===== config.mk =====
export PLATFORM = sky130hd
export DESIGN_NAME = psram_frame_arbiter_flat
export DESIGN_NICKNAME = d
export VERILOG_FILES = /design/src/rtl/psram_frame_arbiter_if.sv /design/src/rtl/psram_frame_arbiter.sv /design/src/flat_wrapper.sv
export SDC_FILE = /design/constraint.sdc
export NUM_CORES = 1
export LEC_CHECK = 0
export ABC_AREA = 1
export BUFFER_PORTS_ARGS = -buffer_cell sky130_fd_sc_hd__buf_2
export CAP_MARGIN = 10
export CELL_PAD_IN_SITES_DETAIL_PLACEMENT = 1
export CELL_PAD_IN_SITES_GLOBAL_PLACEMENT = 1
export CORE_UTILIZATION = 31
export CTS_BUF_LIST = sky130_fd_sc_hd__clkbuf_4 sky130_fd_sc_hd__clkbuf_8
export CTS_CLUSTER_DIAMETER = 150
export DETAILED_ROUTE_END_ITERATION = 12
export PLACE_DENSITY = 0.81
export REMOVE_ABC_BUFFERS = 1
export SLEW_MARGIN = 25
export SYNTH_ARGS = -nofsm -noshare
export SYNTH_HDL_FRONTEND = slang
export SYNTH_SLANG_ARGS = --single-unit

===== constraint.sdc =====
create_clock -name clk -period 3.02 [get_ports clk]
set_clock_uncertainty 0.15 [all_clocks]
set_input_delay 0.453 -clock clk [delete_from_list [all_inputs] [get_ports clk]]
set_output_delay 0.453 -clock clk [all_outputs]
set_load 0.1 [all_outputs]

===== src/rtl/psram_frame_arbiter_if.sv =====
// Requester and PSRAM-controller side signals of psram_frame_arbiter.
// slave: the arbiter; master: the surrounding requesters and controller.
interface psram_frame_arbiter_if #(
  parameter int ADDR_WIDTH = 21,
  parameter int DATA_WIDTH = 32
);
  logic                  init_done;
  logic                  wr_req;
  logic [ADDR_WIDTH-1:0] wr_addr;
  logic [DATA_WIDTH-1:0] wr_data_in;
  logic                  wr_data_rd;
  logic                  wr_gnt;
  logic                  wr_done;
  logic                  rd_req;
  logic [ADDR_WIDTH-1:0] rd_addr;
  logic                  rd_urgent;
  logic                  rd_gnt;
  logic [DATA_WIDTH-1:0] rd_data_out;
  logic                  rd_valid_out;
  logic                  rd_done;
  logic                  cmd;
  logic                  cmd_en;
  logic [ADDR_WIDTH-1:0] addr;
  logic [DATA_WIDTH-1:0] wr_data;
  logic [3:0]            data_mask;
  logic [DATA_WIDTH-1:0] rd_data;
  logic                  rd_data_valid;
  logic                  error;
  logic                  busy;

  modport slave (
    input  init_done, wr_req, wr_addr, wr_data_in,
    input  rd_req, rd_addr, rd_urgent,
    input  rd_data, rd_data_valid,
    output wr_data_rd, wr_gnt, wr_done,
    output rd_gnt, rd_data_out, rd_valid_out, rd_done,
    output cmd, cmd_en, addr, wr_data, data_mask,
    output error, busy
  );

  modport master (
    output init_done, wr_req, wr_addr, wr_data_in,
    output rd_req, rd_addr, rd_urgent,
    output rd_data, rd_data_valid,
    input  wr_data_rd, wr_gnt, wr_done,
    input  rd_gnt, rd_data_out, rd_valid_out, rd_done,
    input  cmd, cmd_en, addr, wr_data, data_mask,
    input  error, busy
  );
endinterface


===== src/rtl/psram_frame_arbiter.sv =====
// Burst arbiter sharing one PSRAM channel between camera writes and LCD reads.
// Define ARB_TIMEOUT_EN to add a read-data watchdog in RD_WAIT.
module psram_frame_arbiter #(
  parameter int ADDR_WIDTH  = 21,
  parameter int DATA_WIDTH  = 32,
  parameter int BURST_WORDS = 16,
  parameter int CMD_GAP     = 4,
  parameter int RD_TIMEOUT  = 255
) (
  input logic clk,
  input logic rst,
  psram_frame_arbiter_if.slave bus
);

  localparam int BW = $clog2(BURST_WORDS + 1);
  localparam int GW = $clog2(CMD_GAP + 1);

  localparam logic [1:0] IDLE     = 2'd0;
  localparam logic [1:0] WR_BURST = 2'd1;
  localparam logic [1:0] RD_WAIT  = 2'd2;
  localparam logic [1:0] GAP      = 2'd3;

  localparam logic [BW-1:0] LAST_BEAT = BW'(BURST_WORDS - 1);
  localparam logic [GW-1:0] LAST_GAP  = GW'(CMD_GAP - 1);

  if (BURST_WORDS < 2 || BURST_WORDS > 255 || CMD_GAP < 1 ||
      RD_TIMEOUT < 1) begin : g_bad_cfg
    $error("psram_frame_arbiter: illegal parameter set");
  end

  logic [1:0]            state_q, state_d;
  logic [BW-1:0]         beat_q, beat_d;
  logic [GW-1:0]         gap_q, gap_d;
  logic                  last_wr_q, last_wr_d;
  logic [ADDR_WIDTH-1:0] addr_q, addr_d;
  logic                  cmd_q, cmd_d;
  logic                  cmd_en_q, cmd_en_d;
  logic [DATA_WIDTH-1:0] wr_data_q, wr_data_d;
  logic [DATA_WIDTH-1:0] rd_data_q, rd_data_d;
  logic                  rd_valid_q, rd_valid_d;
  logic                  rd_done_q, rd_done_d;
  logic                  error_q, error_d;

`ifdef ARB_TIMEOUT_EN
  localparam int WW = $clog2(RD_TIMEOUT + 1);
  logic [WW-1:0] wd_q, wd_d;
`endif

  logic grant_ok;
  logic rd_sel;
  logic wr_sel;
  logic wr_pop;
  logic beat_in;
  logic wr_last;

  // Grant strobes are combinational, so they are gated by rst as well.
  assign grant_ok = !rst && state_q == IDLE && bus.init_done;
  assign rd_sel   = grant_ok && bus.rd_req &&
                    (bus.rd_urgent || !bus.wr_req || last_wr_q);
  assign wr_sel   = grant_ok && bus.wr_req && !rd_sel;
  assign wr_pop   = wr_sel ||
                    (state_q == WR_BURST && beat_q < LAST_BEAT);
  assign beat_in  = state_q == RD_WAIT && bus.rd_data_valid;
  assign wr_last  = state_q == WR_BURST && beat_q == LAST_BEAT;

  always_comb begin
    state_d    = state_q;
    beat_d     = beat_q;
    gap_d      = gap_q;
    last_wr_d  = last_wr_q;
    addr_d     = addr_q;
    cmd_d      = 1'b0;
    cmd_en_d   = 1'b0;
    wr_data_d  = wr_data_q;
    rd_data_d  = rd_data_q;
    rd_valid_d = 1'b0;
    rd_done_d  = 1'b0;
    error_d    = error_q;
`ifdef ARB_TIMEOUT_EN
    wd_d       = wd_q;
`endif

    if (wr_pop) wr_data_d = bus.wr_data_in;

    if (beat_in) begin
      rd_data_d  = bus.rd_data;
      rd_valid_d = 1'b1;
    end

    // Beats outside a read window are dropped and flagged.
    if (bus.rd_data_valid && !beat_in) error_d = 1'b1;

    unique case (state_q)
      IDLE: begin
        beat_d = '0;
        gap_d  = '0;
`ifdef ARB_TIMEOUT_EN
        wd_d   = '0;
`endif
        if (rd_sel) begin
          state_d   = RD_WAIT;
          addr_d    = bus.rd_addr;
          cmd_en_d  = 1'b1;
          last_wr_d = 1'b0;
        end else if (wr_sel) begin
          state_d   = WR_BURST;
          addr_d    = bus.wr_addr;
          cmd_en_d  = 1'b1;
          cmd_d     = 1'b1;
          last_wr_d = 1'b1;
        end
      end
      WR_BURST: begin
        if (wr_last) state_d = GAP;
        else beat_d = beat_q + 1'b1;
      end
      RD_WAIT: begin
        if (beat_in) begin
          if (beat_q == LAST_BEAT) begin
            rd_done_d = 1'b1;
            state_d   = GAP;
          end else begin
            beat_d = beat_q + 1'b1;
          end
        end
`ifdef ARB_TIMEOUT_EN
        wd_d = (cmd_en_q || beat_in) ? WW'(1) : wd_q + 1'b1;
        if (!beat_in && wd_d == WW'(RD_TIMEOUT)) begin
          error_d   = 1'b1;
          rd_done_d = 1'b1;
          state_d   = GAP;
        end
`endif
      end
      GAP: begin
        if (gap_q == LAST_GAP) state_d = IDLE;
        else gap_d = gap_q + 1'b1;
      end
      default: state_d = IDLE;
    endcase
  end

  always_ff @(posedge clk or posedge rst) begin
    if (rst) begin
      state_q    <= IDLE;
      beat_q     <= '0;
      gap_q      <= '0;
      last_wr_q  <= 1'b0;
      addr_q     <= '0;
      cmd_q      <= 1'b0;
      cmd_en_q   <= 1'b0;
      wr_data_q  <= '0;
      rd_data_q  <= '0;
      rd_valid_q <= 1'b0;
      rd_done_q  <= 1'b0;
      error_q    <= 1'b0;
`ifdef ARB_TIMEOUT_EN
      wd_q       <= '0;
`endif
    end else begin
      state_q    <= state_d;
      beat_q     <= beat_d;
      gap_q      <= gap_d;
      last_wr_q  <= last_wr_d;
      addr_q     <= addr_d;
      cmd_q      <= cmd_d;
      cmd_en_q   <= cmd_en_d;
      wr_data_q  <= wr_data_d;
      rd_data_q  <= rd_data_d;
      rd_valid_q <= rd_valid_d;
      rd_done_q  <= rd_done_d;
      error_q    <= error_d;
`ifdef ARB_TIMEOUT_EN
      wd_q       <= wd_d;
`endif
    end
  end

  assign bus.wr_gnt       = wr_sel;
  assign bus.rd_gnt       = rd_sel;
  assign bus.wr_data_rd   = wr_pop;
  assign bus.wr_done      = wr_last;
  assign bus.rd_data_out  = rd_data_q;
  assign bus.rd_valid_out = rd_valid_q;
  assign bus.rd_done      = rd_done_q;
  assign bus.cmd          = cmd_q;
  assign bus.cmd_en       = cmd_en_q;
  assign bus.addr         = addr_q;
  assign bus.wr_data      = wr_data_q;
  assign bus.data_mask    = 4'h0;
  assign bus.error        = error_q;
  assign bus.busy         = state_q != IDLE;

endmodule


===== src/flat_wrapper.sv =====
// flat-port wrapper written by rule: the top's interface ports become plain ports
module psram_frame_arbiter_flat 
#(
  parameter int ADDR_WIDTH  = 21,
  parameter int DATA_WIDTH  = 32,
  parameter int BURST_WORDS = 16,
  parameter int CMD_GAP     = 4,
  parameter int RD_TIMEOUT  = 255
)
  (clk, rst, bus_init_done, bus_wr_req, bus_wr_addr, bus_wr_data_in, bus_rd_req, bus_rd_addr, bus_rd_urgent, bus_rd_data, bus_rd_data_valid, bus_wr_data_rd, bus_wr_gnt, bus_wr_done, bus_rd_gnt, bus_rd_data_out, bus_rd_valid_out, bus_rd_done, bus_cmd, bus_cmd_en, bus_addr, bus_wr_data, bus_data_mask, bus_error, bus_busy);
  psram_frame_arbiter_if #(.ADDR_WIDTH(ADDR_WIDTH), .DATA_WIDTH(DATA_WIDTH)) bus_i ();
  input logic clk;
  input logic rst;
  input wire logic [$bits(bus_i.init_done)-1:0] bus_init_done;
  input wire logic [$bits(bus_i.wr_req)-1:0] bus_wr_req;
  input wire logic [$bits(bus_i.wr_addr)-1:0] bus_wr_addr;
  input wire logic [$bits(bus_i.wr_data_in)-1:0] bus_wr_data_in;
  input wire logic [$bits(bus_i.rd_req)-1:0] bus_rd_req;
  input wire logic [$bits(bus_i.rd_addr)-1:0] bus_rd_addr;
  input wire logic [$bits(bus_i.rd_urgent)-1:0] bus_rd_urgent;
  input wire logic [$bits(bus_i.rd_data)-1:0] bus_rd_data;
  input wire logic [$bits(bus_i.rd_data_valid)-1:0] bus_rd_data_valid;
  output wire logic [$bits(bus_i.wr_data_rd)-1:0] bus_wr_data_rd;
  output wire logic [$bits(bus_i.wr_gnt)-1:0] bus_wr_gnt;
  output wire logic [$bits(bus_i.wr_done)-1:0] bus_wr_done;
  output wire logic [$bits(bus_i.rd_gnt)-1:0] bus_rd_gnt;
  output wire logic [$bits(bus_i.rd_data_out)-1:0] bus_rd_data_out;
  output wire logic [$bits(bus_i.rd_valid_out)-1:0] bus_rd_valid_out;
  output wire logic [$bits(bus_i.rd_done)-1:0] bus_rd_done;
  output wire logic [$bits(bus_i.cmd)-1:0] bus_cmd;
  output wire logic [$bits(bus_i.cmd_en)-1:0] bus_cmd_en;
  output wire logic [$bits(bus_i.addr)-1:0] bus_addr;
  output wire logic [$bits(bus_i.wr_data)-1:0] bus_wr_data;
  output wire logic [$bits(bus_i.data_mask)-1:0] bus_data_mask;
  output wire logic [$bits(bus_i.error)-1:0] bus_error;
  output wire logic [$bits(bus_i.busy)-1:0] bus_busy;
  assign bus_i.init_done = bus_init_done;
  assign bus_i.wr_req = bus_wr_req;
  assign bus_i.wr_addr = bus_wr_addr;
  assign bus_i.wr_data_in = bus_wr_data_in;
  assign bus_i.rd_req = bus_rd_req;
  assign bus_i.rd_addr = bus_rd_addr;
  assign bus_i.rd_urgent = bus_rd_urgent;
  assign bus_i.rd_data = bus_rd_data;
  assign bus_i.rd_data_valid = bus_rd_data_valid;
  assign bus_wr_data_rd = bus_i.wr_data_rd;
  assign bus_wr_gnt = bus_i.wr_gnt;
  assign bus_wr_done = bus_i.wr_done;
  assign bus_rd_gnt = bus_i.rd_gnt;
  assign bus_rd_data_out = bus_i.rd_data_out;
  assign bus_rd_valid_out = bus_i.rd_valid_out;
  assign bus_rd_done = bus_i.rd_done;
  assign bus_cmd = bus_i.cmd;
  assign bus_cmd_en = bus_i.cmd_en;
  assign bus_addr = bus_i.addr;
  assign bus_wr_data = bus_i.wr_data;
  assign bus_data_mask = bus_i.data_mask;
  assign bus_error = bus_i.error;
  assign bus_busy = bus_i.busy;
  psram_frame_arbiter #(.ADDR_WIDTH(ADDR_WIDTH), .DATA_WIDTH(DATA_WIDTH), .BURST_WORDS(BURST_WORDS), .CMD_GAP(CMD_GAP), .RD_TIMEOUT(RD_TIMEOUT)) u_core (.clk(clk), .rst(rst), .bus(bus_i));
endmodule

# After elaboration in Yosys (flattened, before gate mapping)
# Cells that the tools add are included.
[op_classes]
n_mux = 26
reduce_logical = 26
eq_ne = 13
n_addsub = 2
order_cmp = 1
[ops]
columns = ["op", "count"]
rows = [
  ["$mux 21", 2],
  ["$mux 5", 3],
  ["$pmux 5 s3", 1],
  ["$mux 2", 6],
  ["$mux 1", 11],
  ["$logic_and 1x1->1", 10],
  ["$ne 2x2->1 const B", 5],
  ["$pmux 2 s4", 1],
  ["$pmux 3 s2", 1],
  ["$reduce_bool 2->1", 3],
  ["$add 5x1->5 const B", 1],
  ["$eq 5x4->1 const B", 1],
  ["$lt 5x4->1 const B", 1],
  ["$reduce_and 5->1", 1],
  ["$eq 2x2->1 const B", 2],
  ["$logic_not 1->1", 4],
  ["$ne 2x1->1 const B", 2],
  ["$reduce_and 2->1", 2],
  ["$reduce_and 4->1", 1],
  ["$add 3x1->3 const B", 1],
  ["$eq 3x2->1 const B", 1],
  ["$logic_or 1x1->1", 3],
  ["$mux 3", 1],
  ["$ne 3x1->1 const B", 1],
  ["other kinds (3)", 3],
]
[word_totals]
input_bits = 113
out_inout_bits = 99
regBits = 101

# Longest topological paths before layout
# Gate-level depths: netlist of the first run.
[depth]
depth_word = 10
depth_mapped = 11

# Worst setup path before layout of the first run
# OpenSTA, ideal clock, no wires.
[synth_timing]
path_kind = "input to register"
start = "input port rst"
end = "register u_core.addr_q[0] (netlist: u_core.bus.addr[0])"
arrival_ps = 3391
setup_ps = 123
stages = 7
path_slack_ps = -644
path_cell_list = "inv_1 > nand3_1 > nor2_1 > buf_2 > nand3b_1 > nand2_1 > a21oi_2"
[synth_via]
elab_chain_cells = 9
elab_cells_between_ends = 11
[synth_rtl]
columns = ["item", "line_no", "text"]
rows = [
  ["from (decl)", "flat_wrapper.sv:13", "input logic rst;"],
  ["$logic_not 1->1 (no line) *", "--", ""],
  ["$logic_and 1x1->1 * (2 in series)", "psram_frame_arbiter.sv:57", "assign grant_ok = !rst && state_q == IDLE && bus.init_done;"],
  ["$logic_and 1x1->1 (2 in series)", "psram_frame_arbiter.sv:58", "assign rd_sel = grant_ok && bus.rd_req &&"],
  ["$logic_not 1->1", "psram_frame_arbiter.sv:60", "assign wr_sel = grant_ok && bus.wr_req && !rd_sel;"],
  ["$logic_and 1x1->1", "psram_frame_arbiter.sv:60", ""],
  ["$reduce_bool 2->1 (no line)", "--", ""],
  ["$reduce_and 2->1 (no line)", "--", ""],
  ["to (signal assigned)", "psram_frame_arbiter.sv:165", "addr_q <= addr_d;"],
  ["to (decl)", "psram_frame_arbiter.sv:35", "logic [ADDR_WIDTH-1:0] addr_q, addr_d;"],
]
# Mark *: on every way between the ends. The rest lies on a longest branch, timed or not.
# A chain may end at the register's enable or synchronous reset.

# Worst setup path after layout of the first run
[layout_timing]
start = "register u_core.state_q[1]"
end = "output port bus_wr_gnt"
[layout_via]
elab_chain_cells = 7
elab_cells_between_ends = 8
[layout_rtl]
columns = ["item", "line_no", "text"]
rows = [
  ["from (decl)", "psram_frame_arbiter.sv:31", "logic [1:0] state_q, state_d;"],
  ["from (signal assigned)", "psram_frame_arbiter.sv:161", "state_q <= state_d;"],
  ["$logic_not 2->1 *", "psram_frame_arbiter.sv:57", ""],
  ["$logic_and 1x1->1 * (2 in series)", "psram_frame_arbiter.sv:57", ""],
  ["$logic_and 1x1->1 (2 in series)", "psram_frame_arbiter.sv:58", ""],
  ["$logic_not 1->1", "psram_frame_arbiter.sv:60", ""],
  ["$logic_and 1x1->1 *", "psram_frame_arbiter.sv:60", ""],
  ["to (decl)", "flat_wrapper.sv:24", "output wire logic [$bits(bus_i.wr_gnt)-1:0] bus_wr_gnt;"],
]
# Marked as above.

==> results of run 1 <==
-- how the worst max path moves through the flow --
stage                                                end  slack [ns]  cells after the start
after detailed placement                      bus_wr_gnt        0.74                      7
after CTS                                     bus_wr_gnt        0.32                      7
after global placement                        bus_wr_gnt        0.82                      7
after global routing                          bus_wr_gnt        0.21                      7
after floorplan           u_core.bus.addr[0]$_DFFE_PP0P_       -1.06                      6
final                                         bus_wr_gnt        0.39                      7
-- worst reg2reg max path, delay by kind of cell (launching register included) --
family                   cells  cell delay [ns]
AO/OA/AOI/OAI                1             0.16
adder cells (fa/ha/maj)      1             0.24
buffers and inverters        2             0.35
flip-flops                   1             0.42
AND/OR/NAND/NOR              5             0.84
-- per-stage QoR --
stage / worst slack (ns) / setup TNS, ns
global placement: 0.816 / 0
detailed placement: 0.744 / 0
global route: 0.212 / 0
finish: 0.390 / 0
floorplan: -1.06 / -48.41
CTS: 0.315 / 0
-- per-layer routing --
metal,share of wire (%),vias to the layer above
li1,-,2082
met1,44,1943
met2,49,117
met3,4.1,19
met4,2.5,0
met5,0,-
-- final cells by class --
class	instances	area (µm²)	share of cell area, %
Sequential cell	101	2530	41.9
Tap cell	184	230	3.81
Inverter	43	164	2.72
Timing Repair Buffer	216	1150	19.0
Clock inverter	5	35.0	0.580
Multi-Input combinational cell	373	1780	29.5
Clock buffer	11	151	2.51
-- state kept, by name, indices dropped and copies added (netlist names) --
| register | count |
|---|---|
| u_core.bus.cmd_en | 1 |
| u_core.bus.rd_valid_out | 1 |
| u_core.gap_q | 3 |
| u_core.state_q | 2 |
| u_core.bus.error | 1 |
| u_core.bus.wr_data | 32 |
| u_core.beat_q | 5 |
| u_core.bus.cmd | 1 |
| u_core.bus.addr | 21 |
| u_core.bus.rd_data_out | 32 |
| u_core.bus.rd_done | 1 |
| u_core.last_wr_q | 1 |
-- layout by cell type (no fill, tap or decap), types with 9 or more instances in the layout --
cell type and instances:
nand2_1 224, buf_2 205, dfrtp_1 101, inv_1 42
nand3_1 38, nor2_1 29, nand3b_1 21, a21oi_1 16
clkbuf_8 11, a21oi_2 10, ha_1 9
-- Yosys cell counts, drive strengths merged, types with 2 or more instances --
cell    instances  share of area [%]
clkbuf          5               0.40
a21oi          26                3.6
nand2         228                 19
o22ai           2               0.27
dfrtp         101                 54
ha              9                2.4
buf            24                3.7
nand3          42                5.3
nor2           30                2.6
nand3b         21                3.4
o21ai           7               0.75
inv            43                3.5
-- cell families (layout without fill, tap and decap cells) --
logic type               count (synthesis)  count (layout)  synth area share (%)
AO/OA/AOI/OAI                           37              37                  5.25
other                                    1               4                0.0807
adder cells (fa/ha/maj)                  9               9                  2.42
flip-flops                             101             101                  54.4
buffers and inverters                   72             275                  7.54
AND/OR/NAND/NOR                        323             323                  30.3
==> run summary, run 1 <==
=================================================================================
Crit path arrival time .............................................      2.03 ns
Fin cells ..........................................................          933
Post-detailed-route count of antenna-violating nets ................            0
Total setup buffers inserted after CTS .............................            0
Run status ......................................................... finished clean
Fraction of final layout cells with drive strength greater than 1 ..        33.9%
Combined buffer and inverter count along the critical path .........            3
Post-route minimum period ..........................................      2.63 ns
Register clock-pin slew on the reported worst setup and hold paths .      0.10 ns
Largest delay contributor family on the critical path .............. simple AND/OR/NAND/NOR gates
Overall routing resource usage .....................................        17.2%
# port buffers .....................................................          207
Critical Path End Type .............................................  output port
FF-to-FF path depth ................................................            9
Worst hold-check path type ......................................... input pin to async pin
Starting utilization of the core area ..............................        31.9%
Detail Placement HPWL ..............................................      9.21 mm
Most frequent cell on the critical path ............................        inv_1
Proportion of synthesized chip area in sequential cells ............        54.4%
Startpoint type of the worst setup path ............................    flip-flop
GR Overflow Total ..................................................            0
Clock latency reported for the late side of the worst-skew pair ....      0.37 ns
Worst hold slack ...................................................    0.0966 ns
Slew @ Worst Pin ...................................................     0.916 ns
R2R Path End ....................................................... u_core.bus.addr[16]$_DFFE_PP0P_
Max-slew violation count ...........................................            0
Die Area ...........................................................   0.0155 mm²
Total via count after detailed routing .............................        4,161
Highest cell delay on the worst timing path ........................      0.42 ns
RSZ-0062 raised after global routing ...............................           no
Max Clock Freq .....................................................      380 MHz
Routing usage on met2 ..............................................        29.9%
Cell with the biggest individual delay on the critical path ........      dfrtp_1
Area overhead of the layout relative to synthesis ..................        29.9%
Type of the worst setup path ....................................... flip-flop to output port
Average wire length per cell after detail routing ..................      13.7 µm
Cell Chain, Critical Path .......................................... inv_1, ha_1, nand2_2, nor2_4, nand3_4, inv_1, buf_12
Number of flops mapped to enable cells by yosys ....................            0
Filler cell count in the final layout ..............................        1,844
Highest-utilization routing layer at the global route stage ........         met2
Worst R2R Setup Slack ..............................................      0.79 ns
Count of TritonRoute iterations in the first routing pass ..........            4
Count of endpoints failing setup in the final report ...............            0
Count of instances resized after the clock tree is built ...........            0
Crit path launch ................................................... u_core.state_q[1]$_DFFE_PP0P_
Maximum clock path buffer count ....................................            2
Sum of routed wire length over all layers ..........................      12.7 mm
Root cell of the clock tree ........................................     clkbuf_8
Max_cap viols ......................................................            0
Antenna violations before repair ...................................            0
Number of global-route vias before repair ..........................        4,357
Number of buffers created by CTS ...................................            9
FF+latch count, synth ..............................................          101
Synthesized instance count .........................................          543
Cell area after layout .............................................  0.00604 mm²
Per-cell via count in the routed design ............................         4.46
Number of design rule violations left after detail routing .........            0
Standard cell core area ............................................   0.0146 mm²
Die width ..........................................................       124 µm
Flip-flop cell with the highest count after synthesis ..............      dfrtp_1
H-tree depth reported by CTS .......................................            3
Post-CTS Hold Fix Bufs .............................................            0
CTS tree ...........................................................         done
Async S/R FF share, synth ..........................................         100%
# IOs ..............................................................          212
Placed insts .......................................................          917
Count of distinct cell types in the synthesized netlist ............           25
Std-Cell Rows ......................................................           44
Placement Cell Area ................................................  0.00585 mm²
Antenna Diode Count ................................................            0
Die Ht .............................................................       124 µm
Hold violation count in the final report ...........................            0
Number of DRC markers after the initial detailed-route iteration ...          159
Final estimated routing congestion in global placement .............        0.767
Global routing usage on met3 .......................................        2.66%
Data required time at the worst endpoint ...........................      2.42 ns
Post-Route Utilization .............................................        41.4%
Pin count of the biggest net entering global routing ...............          102
Headroom to the max-slew limit .....................................        38.6%
Met1 capacity usage during global routing ..........................        21.0%
Mapped cell area ...................................................  0.00465 mm²
Worst r2r src ...................................................... u_core.state_q[1]$_DFFE_PP0P_
Synth Area per Inst ................................................     8.56 µm²
Wire length of the first global-routing pass .......................      21.5 mm
Final cycle utilization of the critical path .......................        87.1%
Number of warnings reported in the yosys synthesis log .............            0
CP Max Fanout ......................................................           18
Number of sinks driven by the clock tree ...........................          101
Number of nets in the final layout .................................          866
=================================================================================
Power of run 1 is left out: the tool's default activity adds up to more than one toggle a clock period on the data nets, which glitch-free logic cannot reach.
==> run 2: changes to the inputs <==
Settings changed: CORE_UTILIZATION 31 to 36, CTS_BUF_LIST sky130_fd_sc_hd__clkbuf_4 sky130_fd_sc_hd__clkbuf_8 to sky130_fd_sc_hd__clkbuf_16, PLACE_DENSITY 0.81 to 0.88.
Clock period 3.02 ns to 3.06 ns, I/O delays scaled along.
==> run summary, run 2 (synthesis results as in run 1) <==
=====================================================================================
Slew @ Worst Pin .......................................................     0.974 ns   +0.0579 ns
CP Max Fanout ..........................................................           25   +7
Per-cell via count in the routed design ................................         4.68   +5.0%
Worst hold slack .......................................................     0.158 ns   +0.0616 ns
Number of global-route vias before repair ..............................        4,590   +5.3%
Register clock-pin slew on the reported worst setup and hold paths .....      0.07 ns   -0.03 ns
Max Clock Freq .........................................................      348 MHz
Die Ht .................................................................       116 µm   -7.1%
Max_cap viols ..........................................................            0   unchanged
Max-slew violation count ...............................................            0   unchanged
Average wire length per cell after detail routing ......................      15.0 µm   +9.9%
Overall routing resource usage .........................................        21.3%   +4.0 points
Combined buffer and inverter count along the critical path .............            3   unchanged
Top library cells by usage in the layout, fill and taps aside .......... nand2_1 (224), buf_2 (205), dfrtp_1 (101), inv_1 (42), nand3_1 (38)
Highest-utilization routing layer at the global route stage ............         met2
Routing usage on met2 ..................................................        39.3%   +9.4 points
Maximum clock path buffer count ........................................            2   unchanged
Met1 capacity usage during global routing ..............................        23.2%   +2.2 points
Count of instances resized after the clock tree is built ...............            0   unchanged
Number of sinks driven by the clock tree ...............................          101   unchanged
Largest delay contributor family on the critical path .................. buffers and inverters
Cell with the biggest individual delay on the critical path ............        buf_2
Number of design rule violations left after detail routing .............            0   unchanged
Std-Cell Rows ..........................................................           41   -6.8%
Starting utilization of the core area ..................................        36.8%   +5.0 points
Run status ............................................................. finished clean
Final-layout setup total negative slack ................................         0 ns   unchanged
Detail Placement HPWL ..................................................      10.1 mm   +10%
Highest cell delay on the worst timing path ............................      0.44 ns   +0.02 ns
Post-CTS Hold Fix Bufs .................................................            0   unchanged
Clock latency reported for the late side of the worst-skew pair ........      0.34 ns   -0.03 ns
Area overhead of the layout relative to synthesis ......................        30.4%
CTS tree ...............................................................         done
Fin worst setup slack ..................................................     0.187 ns   -0.203 ns
Sum of routed wire length over all layers ..............................      13.8 mm   +8.1%
# port buffers .........................................................          207   unchanged
Count of endpoints failing setup in the final report ...................            0   unchanged
# IOs ..................................................................          212   unchanged
Final estimated routing congestion in global placement .................        0.800   +4.2%
H-tree depth reported by CTS ...........................................            3   unchanged
Data required time at the worst endpoint ...............................      2.45 ns   +0.03 ns
Final cycle utilization of the critical path ...........................        93.9%
Fin cells ..............................................................          918   -1.6%
Total setup buffers inserted after CTS .................................            0   unchanged
Number of DRC markers after the initial detailed-route iteration .......          157   -1.3%
Antenna violations before repair .......................................            0   unchanged
Die Area ...............................................................   0.0134 mm²   -14%
Fraction of final layout cells with drive strength greater than 1 ......        33.2%   -0.67 points
Pin count of the biggest net entering global routing ...................           52   -49%
Placed insts ...........................................................          904   -1.4%
Critical Path End Type .................................................  output port
Wire length of the first global-routing pass ...........................      21.9 mm   +1.7%
Filler cell count in the final layout ..................................        1,651   -10%
GR Overflow Total ......................................................            0   unchanged
Antenna Diode Count ....................................................            0   unchanged
Number of buffers created by CTS .......................................            9   unchanged
Standard cell core area ................................................   0.0126 mm²   -13%
Most frequent cell on the critical path ................................        inv_1
Die width ..............................................................       116 µm   -7.1%
Total via count after detailed routing .................................        4,297   +3.3%
Worst hold-check path type ............................................. input pin to flip-flop
Root cell of the clock tree ............................................    clkbuf_16
Headroom to the max-slew limit .........................................        34.6%   -4.0 points
Crit path arrival time .................................................      2.26 ns   +0.23 ns
Number of nets in the final layout .....................................          865   -0.12%
Global routing usage on met3 ...........................................        3.87%   +1.2 points
Pre-CTS worst setup slack ..............................................     0.544 ns   -0.200 ns
Hold violation count in the final report ...............................            0   unchanged
Most frequent standard cell in the layout excluding fill and tap cells .      nand2_1
Count of TritonRoute iterations in the first routing pass ..............            4   unchanged
Cell Chain, Critical Path .............................................. inv_1, ha_1, nand2_2, nor2_4, nand3_4, inv_1, buf_2
Post-route minimum period ..............................................      2.87 ns
Startpoint type of the worst setup path ................................    flip-flop
Post-detailed-route count of antenna-violating nets ....................            0   unchanged
Type of the worst setup path ........................................... flip-flop to output port
RSZ-0062 raised after global routing ...................................           no
=====================================================================================
[run 2: changes by cell type in the layout (fill, tap and decap cells not counted)]
cell / change
clkbuf_8: -11
clkbuf_16: +9
clkinv_1: +3
clkinv_4: -2
buf_12: -1
clkinvlp_4: -1
[run 2: worst reg2reg max path, stage by stage, from the launching register on]
cell and delay (ns):
dfrtp_1 0.40, inv_1 0.11, ha_1 0.28, nand2_1 0.11, clkinv_1 0.75, nand2_1 0.32, nand2_1 0.11
[run 2: path summary, 6_finish.rpt]
path | from | end | slack [ns] | depth (start not counted)
worst max-delay path | u_core.state_q[0]$_DFFE_PP0P_ | bus_rd_gnt | 0.19 | 7
worst min-delay path | bus_rd_data[24] | u_core.bus.rd_data_out[24]$_DFFE_PP0P_ | 0.16 | 3
worst max register to register | u_core.state_q[0]$_DFFE_PP0P_ | u_core.bus.rd_data_out[16]$_DFFE_PP0P_ | 0.71 | 6
worst min register to register | u_core.bus.rd_data_out[5]$_DFFE_PP0P_ | u_core.bus.rd_data_out[5]$_DFFE_PP0P_ | 0.32 | 2
max in group asynchronous | rst | u_core.bus.addr[16]$_DFFE_PP0P_ | 1.45 | 4
min in group asynchronous | rst | u_core.beat_q[2]$_DFFE_PP0P_ | 0.18 | 3
[run 2: layout make-up]
cell class	count	area, µm²	share of cell area [%]
Sequential cell	101	2530	41.7
Multi-Input combinational cell	373	1780	29.4
Timing Repair Buffer	215	1130	18.6
Clock buffer	9	225	3.72
Tap cell	172	215	3.55
Inverter	43	164	2.70
Clock inverter	5	21.3	0.351
[run 2: stage by stage]
step	cell area (µm²)	util, %
4_1_cts	6060	48.0
6_report	6060	48.0
2_1_floorplan	4470	-
5_1_grt	6060	48.0
3_5_place_dp	5810	46.1
3_3_place_gp	5810	46.1
[run 2: per-layer routing]
layer  up-vias  routed length (µm)
li1       2082                   -
met2       131                7230
met1      2043                5430
met4         0                 537
met5         -                   0
met3        41                 579
Power of run 2 is left out for the same reason.
==> run 3: changes to the inputs <==
Settings changed: REMOVE_ABC_BUFFERS 1 to unset.
==> run summary, run 3 (synthesis results as in run 1) <==
=====================================================================================
Area overhead of the layout relative to synthesis ......................        30.3%   about the same
Count of instances resized after the clock tree is built ...............            0   unchanged
Register clock-pin slew on the reported worst setup and hold paths .....      0.07 ns   about the same
Number of buffers created by CTS .......................................            9   unchanged
FF-to-FF path depth ....................................................            8   +2
Hold violation count in the final report ...............................            0   unchanged
Top library cells by usage in the layout, fill and taps aside .......... nand2_1 (224), buf_2 (206), dfrtp_1 (101), inv_1 (42), nand3_1 (38)
Antenna violations before repair .......................................            0   unchanged
Filler cell count in the final layout ..................................        1,621   -1.8%
Root cell of the clock tree ............................................    clkbuf_16
Count of endpoints failing setup in the final report ...................            0   unchanged
Wire length of the first global-routing pass ...........................      21.1 mm   -3.3%
Slew @ Worst Pin .......................................................     0.956 ns   -0.0186 ns
Total via count after detailed routing .................................        4,236   -1.4%
Per-cell via count in the routed design ................................         4.61   -1.4%
Data required time at the worst endpoint ...............................      2.45 ns   about the same
# IOs ..................................................................          212   unchanged
Pin count of the biggest net entering global routing ...................          102   +96%
Max_cap viols ..........................................................            0   unchanged
Most frequent standard cell in the layout excluding fill and tap cells .      nand2_1
Startpoint type of the worst setup path ................................    flip-flop
Overall routing resource usage .........................................        20.2%   -1.0 points
Die Ht .................................................................       116 µm   unchanged
Crit path arrival time .................................................      2.27 ns   about the same
Post-CTS Hold Fix Bufs .................................................            0   unchanged
Total setup buffers inserted after CTS .................................            0   unchanged
GR Overflow Total ......................................................            0   unchanged
CP Max Fanout ..........................................................           25   unchanged
Detail Placement HPWL ..................................................      9.60 mm   -5.3%
Worst hold-check path type ............................................. input pin to async pin
Die width ..............................................................       116 µm   unchanged
Fraction of final layout cells with drive strength greater than 1 ......        33.1%   -0.13 points
CTS tree ...............................................................         done
Std-Cell Rows ..........................................................           41   unchanged
Number of sinks driven by the clock tree ...............................          101   unchanged
R2R Path End ........................................................... u_core.bus.addr[13]$_DFFE_PP0P_
Cell Chain, Critical Path .............................................. inv_1, ha_1, nand2_2, nor2_4, nand3_4, inv_1, buf_2
Number of nets in the final layout .....................................          863   -0.23%
Highest cell delay on the worst timing path ............................      0.44 ns   about the same
Final-layout setup total negative slack ................................         0 ns   unchanged
Number of design rule violations left after detail routing .............            0   unchanged
Max-slew violation count ...............................................            0   unchanged
H-tree depth reported by CTS ...........................................            3   unchanged
# port buffers .........................................................          207   unchanged
Worst R2R Setup Slack ..................................................      0.77 ns   +0.06 ns
Number of DRC markers after the initial detailed-route iteration .......          233   +48%
Sum of routed wire length over all layers ..............................      12.9 mm   -6.5%
Cell with the biggest individual delay on the critical path ............        buf_2
Final cycle utilization of the critical path ...........................        94.2%   +0.32 points
Type of the worst setup path ........................................... flip-flop to output port
Starting utilization of the core area ..................................        36.8%   unchanged
Post-route minimum period ..............................................      2.88 ns   +0.00970 ns
Die Area ...............................................................   0.0134 mm²   unchanged
Final estimated routing congestion in global placement .................        0.746   -6.8%
Standard cell core area ................................................   0.0126 mm²   unchanged
Worst r2r src .......................................................... u_core.state_q[0]$_DFFE_PP0P_
Average wire length per cell after detail routing ......................      14.0 µm   -6.5%
Antenna Diode Count ....................................................            0   unchanged
Max Clock Freq .........................................................      347 MHz   -0.34%
Count of TritonRoute iterations in the first routing pass ..............            4   unchanged
Post-detailed-route count of antenna-violating nets ....................            0   unchanged
RSZ-0062 raised after global routing ...................................           no
Headroom to the max-slew limit .........................................        36.2%   +1.6 points
Most frequent cell on the critical path ................................        inv_1
Clock latency reported for the late side of the worst-skew pair ........      0.34 ns   about the same
Maximum clock path buffer count ........................................            2   unchanged
Run status ............................................................. finished clean
Critical Path End Type .................................................  output port
Number of global-route vias before repair ..............................        4,484   -2.3%
=====================================================================================
run 3: cell count changes in the layout (fill, tap and decap cells not counted):
cell	previous run	this run
buf_4	8	5
clkinvlp_4	0	2
buf_2	205	206
clkinv_1	3	4
inv_4	1	0
run 3: how the worst max path moves through the flow:
stage	start	to	slack (ns)	cells past startpoint
after global routing	u_core.state_q[0]$_DFFE_PP0P_	bus_rd_gnt	0.002	7
after CTS	u_core.state_q[1]$_DFFE_PP0P_	bus_rd_gnt	0.15	7
after global placement	u_core.state_q[0]$_DFFE_PP0P_	bus_rd_gnt	0.64	7
final	u_core.state_q[0]$_DFFE_PP0P_	bus_rd_gnt	0.18	7
after floorplan	rst	u_core.bus.addr[0]$_DFFE_PP0P_	0.24	7
after detailed placement	u_core.state_q[1]$_DFFE_PP0P_	bus_rd_gnt	0.55	7
run 3: critical path, delay by kind of cell (launching register included):
kind,cells,cell delay [ns]
AND/OR/NAND/NOR,3,0.54
buffers and inverters,3,0.71
flip-flops,1,0.41
adder cells (fa/ha/maj),1,0.26
run 3: area by class of cell:
class / instances / area [µm²] / area share [%]
Tap cell: 172 / 215 / 3.55
Sequential cell: 101 / 2530 / 41.7
Clock buffer: 9 / 225 / 3.72
Multi-Input combinational cell: 373 / 1780 / 29.4
Timing Repair Buffer: 213 / 1110 / 18.3
Inverter: 43 / 165 / 2.73
Clock inverter: 7 / 32.5 / 0.537
run 3: metrics by stage:
stage	std cells	area [µm²]	hold WS [ns]	utilization, %	setup WS (ns)
finish	918	6060	0.118	48.0	0.177
global route	918	6060	0.152	48.0	0.00214
CTS	918	6060	0.139	48.0	0.155
detailed placement	902	5800	0.306	45.9	0.552
global placement	902	5800	0.307	45.9	0.639
floorplan	546	4660	0.300	-	0.238
run 3: routing by layer:
metal,wire (µm),up-vias,GRT usage (%)
li1,-,2074,-
met3,809,17,4.86
met5,0,-,0
met4,234,0,7.86
met1,5250,2006,23.0
met2,6590,139,36.7
Power of run 3 is left out for the same reason.
